==> config.mk <==
export PLATFORM = sky130hd
export DESIGN_NAME = div_iter
export DESIGN_NICKNAME = d
export VERILOG_FILES = /design/src/rtl/div_iter.sv
export SDC_FILE = /design/constraint.sdc
export NUM_CORES = 1
export LEC_CHECK = 0
export ABC_AREA = 1
export BUFFER_PORTS_ARGS = -buffer_cell sky130_fd_sc_hd__buf_2
export CORE_MARGIN = 4
export CORE_UTILIZATION = 40
export DETAILED_ROUTE_END_ITERATION = 8
export SYNTH_ARGS = -nofsm -noshare
export SYNTH_HDL_FRONTEND = slang
export SYNTH_SLANG_ARGS = --single-unit
==> constraint.sdc <==
create_clock -name clk -period 4.4 [get_ports clk]
set_clock_uncertainty 0.05 [all_clocks]
set_input_delay 0.88 -clock clk [delete_from_list [all_inputs] [get_ports clk]]
set_output_delay 0.88 -clock clk [all_outputs]
set_load 0.02 [all_outputs]
==> src/rtl/div_iter.sv <==
`default_nettype none
// ============================================================================
// Module   : div_iter
// Brief    : Iterative radix-2 restoring divider (DIV/DIVU) for the EX stage,
//            with a combinational stall request to the hazard unit.
//            Optional early-out for trivial operands: define DIV_FAST_EN.
// Revision : 1.0 - initial release
// ============================================================================
module div_iter #(
    parameter int WIDTH = 32
) (
    input  logic             clk,
    input  logic             resetn,
    input  logic             div_valid,
    input  logic             div_signed,
    input  logic [WIDTH-1:0] x,
    input  logic [WIDTH-1:0] y,
    input  logic             flush,
    output logic             div_stop,
    output logic [WIDTH-1:0] s,
    output logic [WIDTH-1:0] r,
    output logic             complete
);

    localparam logic [1:0] c_IDLE = 2'd0;
    localparam logic [1:0] c_BUSY = 2'd1;
    localparam logic [1:0] c_DONE = 2'd2;

    localparam int              c_CW   = (WIDTH > 1) ? $clog2(WIDTH) : 1;
    localparam logic [c_CW-1:0] c_LAST = c_CW'(WIDTH - 1);
    localparam logic [c_CW-1:0] c_ONE  = c_CW'(1);

    logic [1:0]         r_state;
    logic [c_CW-1:0]    r_cnt;
    logic [2*WIDTH-1:0] r_acc;     // {partial remainder, dividend/quotient}
    logic [WIDTH-1:0]   r_div;
    logic [WIDTH-1:0]   r_s;
    logic [WIDTH-1:0]   r_r;
    logic               r_q_neg;
    logic               r_r_neg;

    logic [WIDTH-1:0]   w_xmag;
    logic [WIDTH-1:0]   w_ymag;
    logic [WIDTH:0]     w_hi;
    logic [WIDTH:0]     w_diff;
    logic               w_take;
    logic [WIDTH-1:0]   w_rem_next;
    logic [WIDTH-1:0]   w_q_next;

    always_comb begin
        w_xmag     = (div_signed && x[WIDTH-1]) ? -x : x;
        w_ymag     = (div_signed && y[WIDTH-1]) ? -y : y;
        // Upper half after the left shift, keeping the carried-out bit.
        w_hi       = r_acc[2*WIDTH-1:WIDTH-1];
        w_diff     = w_hi - {1'b0, r_div};
        w_take     = ~w_diff[WIDTH];
        w_rem_next = w_take ? w_diff[WIDTH-1:0] : w_hi[WIDTH-1:0];
        w_q_next   = {r_acc[WIDTH-2:0], w_take};
    end

`ifdef DIV_FAST_EN
    logic             w_fast;
    logic [WIDTH-1:0] w_fast_q;
    logic [WIDTH-1:0] w_fast_s;

    // Divide-by-zero yields all-ones magnitude; |x| < |y| yields zero.
    always_comb begin
        w_fast   = (y == '0) || (w_xmag < w_ymag);
        w_fast_q = (y == '0) ? '1 : '0;
        w_fast_s = (div_signed && (x[WIDTH-1] ^ y[WIDTH-1])) ? -w_fast_q : w_fast_q;
    end
`endif

    always_ff @(posedge clk) begin
        if (!resetn) begin
            r_state <= c_IDLE;
            r_cnt   <= '0;
            r_acc   <= '0;
            r_div   <= '0;
            r_s     <= '0;
            r_r     <= '0;
            r_q_neg <= 1'b0;
            r_r_neg <= 1'b0;
        end else if (flush) begin
            r_state <= c_IDLE;
        end else begin
            case (r_state)
                c_IDLE: begin
                    if (div_valid) begin
                        r_div   <= w_ymag;
                        r_acc   <= {{WIDTH{1'b0}}, w_xmag};
                        r_cnt   <= '0;
                        r_q_neg <= div_signed & (x[WIDTH-1] ^ y[WIDTH-1]);
                        r_r_neg <= div_signed & x[WIDTH-1];
`ifdef DIV_FAST_EN
                        if (w_fast) begin
                            r_state <= c_DONE;
                            r_s     <= w_fast_s;
                            r_r     <= x;
                        end else begin
                            r_state <= c_BUSY;
                        end
`else
                        r_state <= c_BUSY;
`endif
                    end
                end
                c_BUSY: begin
                    r_acc <= {w_rem_next, w_q_next};
                    r_cnt <= r_cnt + c_ONE;
                    if (r_cnt == c_LAST) begin
                        r_state <= c_DONE;
                        r_s     <= r_q_neg ? -w_q_next : w_q_next;
                        r_r     <= r_r_neg ? -w_rem_next : w_rem_next;
                    end
                end
                c_DONE: begin
                    r_state <= c_IDLE;
                end
                default: begin
                    r_state <= c_IDLE;
                end
            endcase
        end
    end

    assign complete = (r_state == c_DONE);
    assign div_stop = resetn & div_valid & ~complete & ~flush;
    assign s        = r_s;
    assign r        = r_r;

endmodule
`default_nettype wire

==> summary.md, run 1 <==
| Metric | Value |
|---|---|
| Min cycle time layout | `4000 ps` |
| First-pass GRT wire length | `64600 um` |
| Synth top area share | `26.8%` |
| R2R Setup Slk | `400 ps` |
| Syn avg cell area | `5.90 sq um` |
| Top area cells in the synthesized netlist | `dfxtp_1 (27%), nand2_1 (19%), inv_1 (9.1%), a21oi_1 (7.1%), nor2_1 (6.9%)` |
| Slew @ Worst Pin | `1030 ps` |
| Yosys reg bits | `169` |
| Starting density of the core | `40.9%` |
| Post-synthesis net count | `2249` |
| Final setup fails | `0` |
| Max-cap violations | `0` |
| Hold_sp | `r[1]` |
| Initial antenna violation count | `0` |
| Final core utilization | `45.9%` |
| CORE AREA | `30900 sq um` |
| WP data arrival | `4290 ps` |
| H-tree depth | `4` |
| PwrDens | `299 nW/um^2` |
| FF-to-FF End | `r[18]` |
| P&R area growth vs syn | `12.4%` |
| Sw frac | `34.9%` |
| Outcome | `completed` |
| Filler Cell Count | `3302` |
| Layout cell share with drive strength beyond 1 | `10.2%` |
| Most frequent cells in the layout | `nand2_1 (631), inv_1 (304), nor2_1 (230), a21oi_1 (179), dfxtp_1 (169)` |
| Die Area | `34500 sq um` |
| Hold path depth | `2` |
| Crit Path Max Fanout | `38` |
| Sequential power share | `38.6%` |
| Fraction of registers with async set/reset | `0%` |
| Tcrit/Tclk final | `91.0%` |
| N_diodes | `0` |
| FF-to-FF Start | `r_acc[31]` |
| CTS clk-pin slew, worst paths | `70 ps` |
| Die width | `186 um` |
| DR vias/cell | `5.06` |
| CTS tree | `yes` |
| Worst slew margin | `31.5%` |
| Clock sinks | `169` |
| RSZ-0062 raised after global routing | `false` |
| Clock power frac | `36.6%` |
| Synth Instances | `2141` |
| Netlist cell types | `48` |
| Clk buf depth | `2` |
| WL final | `40800 um` |
| ANT nets after route | `0` |
| DPL Wire Length | `32200 um` |
| Required time worst endpoint | `4690 ps` |
| Critical Path Sink Type | `flip-flop` |
| Critical Path Start Type | `flip-flop` |
| Port bufs | `134` |
| Sum of negative setup slack | `0 ps` |
| WL/cell | `15.5 um` |
| Clk Latency, worst-skew pair | `440 ps` |
| Vias in the first global route | `12300` |
| Pin count of the biggest net entering global routing | `121` |
| Global route overflow | `0` |
| Post-CTS Hold Fix Bufs | `0` |
| Die Y | `186 um` |
| Worst R2R Path Depth | `27` |
| Final net count | `2338` |
| FMAX | `250 MHz` |
| DRC violations left | `0` |
| Initial drt markers | `1048` |
| Critical path class | `flip-flop to flip-flop` |
| Peak supply drop | `0.000297 V` |
| Clk root buf | `clkbuf_16` |
| Synthesized cell area | `12600 sq um` |
| DR pass1 iterations | `5` |
| Synth warn | `0` |
| Register area | `3380 sq um` |
| Combinational Power Share | `24.9%` |
| Leakage dissipation | `0.00755 uW` |
| Hold EP | `r[1]` |
| Hold Path Class | `flip-flop to flip-flop` |
| Post-synthesis sequential area ratio | `26.8%` |
| Final Wtd Congestion | `0.955` |
| Area leader, netlist | `dfxtp_1` |
| Multi-input logic area | `7710 sq um` |
| Fin. Hold Viols | `0` |
| Commonest non-fill, non-tap cell in the layout | `nand2_1` |
| Synth Flop Type | `dfxtp_1` |
| Via count | `13400` |
| Post-synth EDFFs | `0` |
| Int Power | `2770 uW` |
| Slew Limit Fails | `0` |
| Sw power | `1480 uW` |
| Clock buffer count from CTS | `17` |
| # rows | `64` |
| I/O pin count | `135` |
| Tot GR Track Use | `23.5%` |
==> how the worst max path moves through the flow <==
| stage | slack (ps) | end | startpoint |
|---|---|---|---|
| 2_1_floorplan | 430 | s[30] | r_acc[31] |
| 3_3_place_gp | 410 | r[18] | r_acc[31] |
| 3_5_place_dp | 330 | r[18] | r_acc[31] |
| 4_1_cts | 300 | r[18] | r_acc[31] |
| 5_1_grt | 3 | r[18] | r_acc[31] |
| 6_report | 400 | r[18] | r_acc[31] |
==> logic make-up after synthesis <==
family,count (synthesis),synth area share [%]
AOI/OAI and AO/OA,385,16.3
adders and majority gates,39,3.92
DFF,169,26.8
xor gates and xnor gates,94,6.51
and+or+nand+nor,1055,34.2
buffers and inverters,399,12.3
==> registers in the layout, indices dropped and copies added, names as in the netlist <==
register / cells
r_cnt: 5
s: 32
r: 32
r_q_neg: 1
r_acc: 64
r_r_neg: 1
r_div: 32
r_state: 2
==> per-layer routing <==
metal  wire length [um]  global-route usage [%]  up-vias
met1              19500                    32.5     5996
met4               1150                    7.87        0
met5                  0                       0        -
met3               1750                    2.68       65
met2              18500                    38.0      336
li1                   -                       -     6963
==> repair_timing <==
action	CTS	global route
setup endpoints to repair	0	6
buffers inserted	0	0
endpoints found under the hold margin	0	0
resized for setup	0	2
==> cells in the mapped netlist (2+ instances only) <==
library cell and instances:
and2_1 4, nand2_1 631, nor3_1 16, nand3b_1 8, nor2_1 232, o22ai_1 3
nor2_4 2, inv_2 10, nand3_1 109, xor2_1 71, or2_2 2, ha_1 38
and3_1 2, a221oi_1 4, buf_2 6, nor4_1 6, a21o_1 2, o31ai_1 5
xnor2_1 23, nand2_2 15, buf_4 3, nand3_2 3, nand4_1 18, buf_1 9
a211oi_1 2, o221ai_1 7, nor2_2 5, clkbuf_1 60, dfxtp_1 169, o21bai_1 2
o211ai_1 11, inv_1 305, a21oi_1 179, buf_6 4, o21ai_2 2, o21ai_1 15
a31oi_1 6, o21ai_0 142
==> critical path, cell delays in order (launching register included) <==
cell and delay, ps:
dfxtp_1 330, inv_1 60, ha_1 220, fa_1 410, inv_1 110, nand2_1 60, nand2_1 70, nand3_1 80
nand2_2 110, nand2_1 70, nand2_2 80, nand2_2 80, nand2_2 90, nand2_2 60, nand2_2 110, buf_6 300
nand2_1 120, nand2_2 130, ha_1 180, nand3_1 110, nor2_2 220, nand2_1 170, o21ai_1 260, nand2_1 130
nand2_1 70, nand2_1 50, o21ai_1 120, inv_1 40
==> metrics by stage <==
step / cell area, sq um / total power (uW) / hold slack [ps] / worst slack [ps] / instances
finish: 14200 / 4250 / 420 / 396 / 2639
global route: 14200 / 4480 / 445 / 2.51 / 2639
CTS: 14200 / 4260 / 421 / 303 / 2639
detailed placement: 13600 / 2710 / 409 / 328 / 2607
global placement: 13600 / 2710 / 403 / 412 / 2607
floorplan: 12600 / 2400 / 395 / 434 / 2141
==> power by group through the flow <==
stage	Sequential (uW)	Combinational, uW	Clock (uW)
after floorplan	1650	746	0
after global placement	1670	1040	0
after detailed placement	1670	1040	0
after CTS	1640	1050	1580
after global routing	1640	1190	1650
final	1640	1060	1550
==> area by class of cell <==
type / count / area share (%)
clock buffers: 18 / 3.02
clock inverters: 14 / 1.15
inverters: 316 / 8.36
multi-input cells: 1573 / 54.3
flip-flops and latches: 169 / 23.8
well taps: 396 / 3.49
repair buffers: 153 / 5.84
(Power assumes the default switching activity.)
==> run 2, diff against run 1 <==
- CORE_ASPECT_RATIO: default -> 2
==> summary.md, run 2 (synthesis results as in run 1) <==
| Metric | Value |
|---|---|
| Register area | `3380 sq um` |
| DRC violations left | `0` |
| WL final | `48400 um` |
| Required time worst endpoint | `4710 ps` |
| Clk root buf | `clkbuf_16` |
| Tcrit/Tclk final | `94.1%` |
| Crit Path Max Fanout | `38` |
| Critical Path Sink Type | `flip-flop` |
| Critical Path Source | `r_acc[31]` |
| FF-to-FF Start | `r_acc[31]` |
| Worst R2R Path Depth | `27` |
| Clock sinks | `169` |
| Filler Cell Count | `3451` |
| Die Y | `259 um` |
| Pre-CTS WS | `225 ps` |
| Most frequent cells in the layout | `nand2_1 (631), inv_1 (304), nor2_1 (230), a21oi_1 (179), dfxtp_1 (169)` |
| Worst path max stage delay | `440 ps` |
| Slowest-stage cell, CP | `fa_1` |
| Hold path depth | `2` |
| Final core utilization | `46.2%` |
| Metal-1 WL | `15900 um` |
| FMAX | `242 MHz` |
| PwrDens | `301 nW/um^2` |
| Pin count of the biggest net entering global routing | `84` |
| Vias in the first global route | `13500` |
| Port bufs | `134` |
| N_diodes | `0` |
| Critical path class | `flip-flop to flip-flop` |
| CTS tree | `yes` |
| CORE AREA | `31000 sq um` |
| Final net count | `2345` |
| Global route overflow | `0` |
| Layout cell share with drive strength beyond 1 | `10.6%` |
| Top reg by flops | `r_acc` |
| Worst slew margin | `41.8%` |
| Tot GR Track Use | `28.0%` |
| Clock buffer count from CTS | `17` |
| Multi-input logic area | `7720 sq um` |
| Hold_sp | `r_cnt[4]` |
| Peak supply drop | `0.000290 V` |
| RSZ-0062 raised after global routing | `true` |
| Post-CTS Hold Fix Bufs | `0` |
| WL met2 | `26100 um` |
| Max-cap violations | `0` |
| First-pass GRT wire length | `74600 um` |
| ANT nets after route | `0` |
| Fin. Hold Viols | `0` |
| DR pass1 iterations | `7` |
| Clk Latency, worst-skew pair | `460 ps` |
| Die width | `134 um` |
| I/O pin count | `135` |
| Commonest non-fill, non-tap cell in the layout | `nand2_1` |
| Largest register FFs | `64` |
| Hold Path Class | `flip-flop to flip-flop` |
| Slew Limit Fails | `0` |
| Hold EP | `r_cnt[4]` |
| Outcome | `completed` |
| Slew @ Worst Pin | `871 ps` |
| R2R Setup Slk | `260 ps` |
| Die Area | `34700 sq um` |
| Starting density of the core | `40.8%` |
| FF-to-FF End | `r[20]` |
| Min cycle time layout | `4140 ps` |
| Initial antenna violation count | `0` |
| Dpl cell area | `13700 sq um` |
| H-tree depth | `4` |
| Via count | `13600` |
| WP data arrival | `4450 ps` |
| DR vias/cell | `5.11` |
| Post-route cell area | `14300 sq um` |
| WL/cell | `18.1 um` |
| DPL Wire Length | `39100 um` |
| Final non-filler cell total | `2668` |
| Final Wtd Congestion | `0.982` |
| Clk buf depth | `2` |
| CTS clk-pin slew, worst paths | `70 ps` |
| Dpl cells | `2636` |
| Leakage dissipation | `0.00758 uW` |
| Final setup fails | `0` |
| Max layer used | `met4` |
| P&R area growth vs syn | `13.1%` |
| Critical Path Start Type | `flip-flop` |
| Power Total | `4310 uW` |
| Routed wl met3 | `1770 um` |
| Initial drt markers | `701` |
| # rows | `91` |
| Final worst slack | `260 ps` |
## run 2: worst max path at each step
stage / endpoint / cells past startpoint
floorplan: s[30] / 28
global placement: s[26] / 25
finish: r[20] / 27
detailed placement: s[30] / 26
global route: r[18] / 27
CTS: s[30] / 26
## run 2: what timing repair did
action / in CTS / in global routing
resized for setup: 0 / 4
buffers inserted: 0 / 0
endpoints found under the setup margin: 0 / 8
## run 2: stage by stage
step           TNS, ps  hold WS (ps)
2_1_floorplan        0           395
3_3_place_gp         0           405
3_5_place_dp         0           420
4_1_cts              0           430
5_1_grt          -62.6           455
6_report             0           429
## run 2: routing by layer
metal / vias up / global-route usage (%)
li1: 6953 / -
met3: 172 / 3.86
met1: 6093 / 25.2
met5: - / 0
met4: 0 / 22.6
met2: 414 / 54.4
## run 2: power by group
part,switching [uW],total [uW],internal (uW)
Combinational,775,1110,338
Clock,724,1530,810
Sequential,79.8,1660,1580
Total,1580,4310,2730
## run 2: area by class of cell
class / count / share of cell area, %
clock buffer: 19 / 3.10
clock inverter: 13 / 0.919
inverter: 316 / 8.31
multi-input combinational: 1573 / 54.0
sequential: 169 / 23.7
tap: 418 / 3.66
timing repair buffer: 160 / 6.32
## run 2: critical path: cells and delay by family, from the launching register on
family	cells	cell delay [ps]
AND/OR/NAND/NOR	20	2400
buffers and inverters	4	430
flip-flops	1	330
adder cells (fa/ha/maj)	3	840
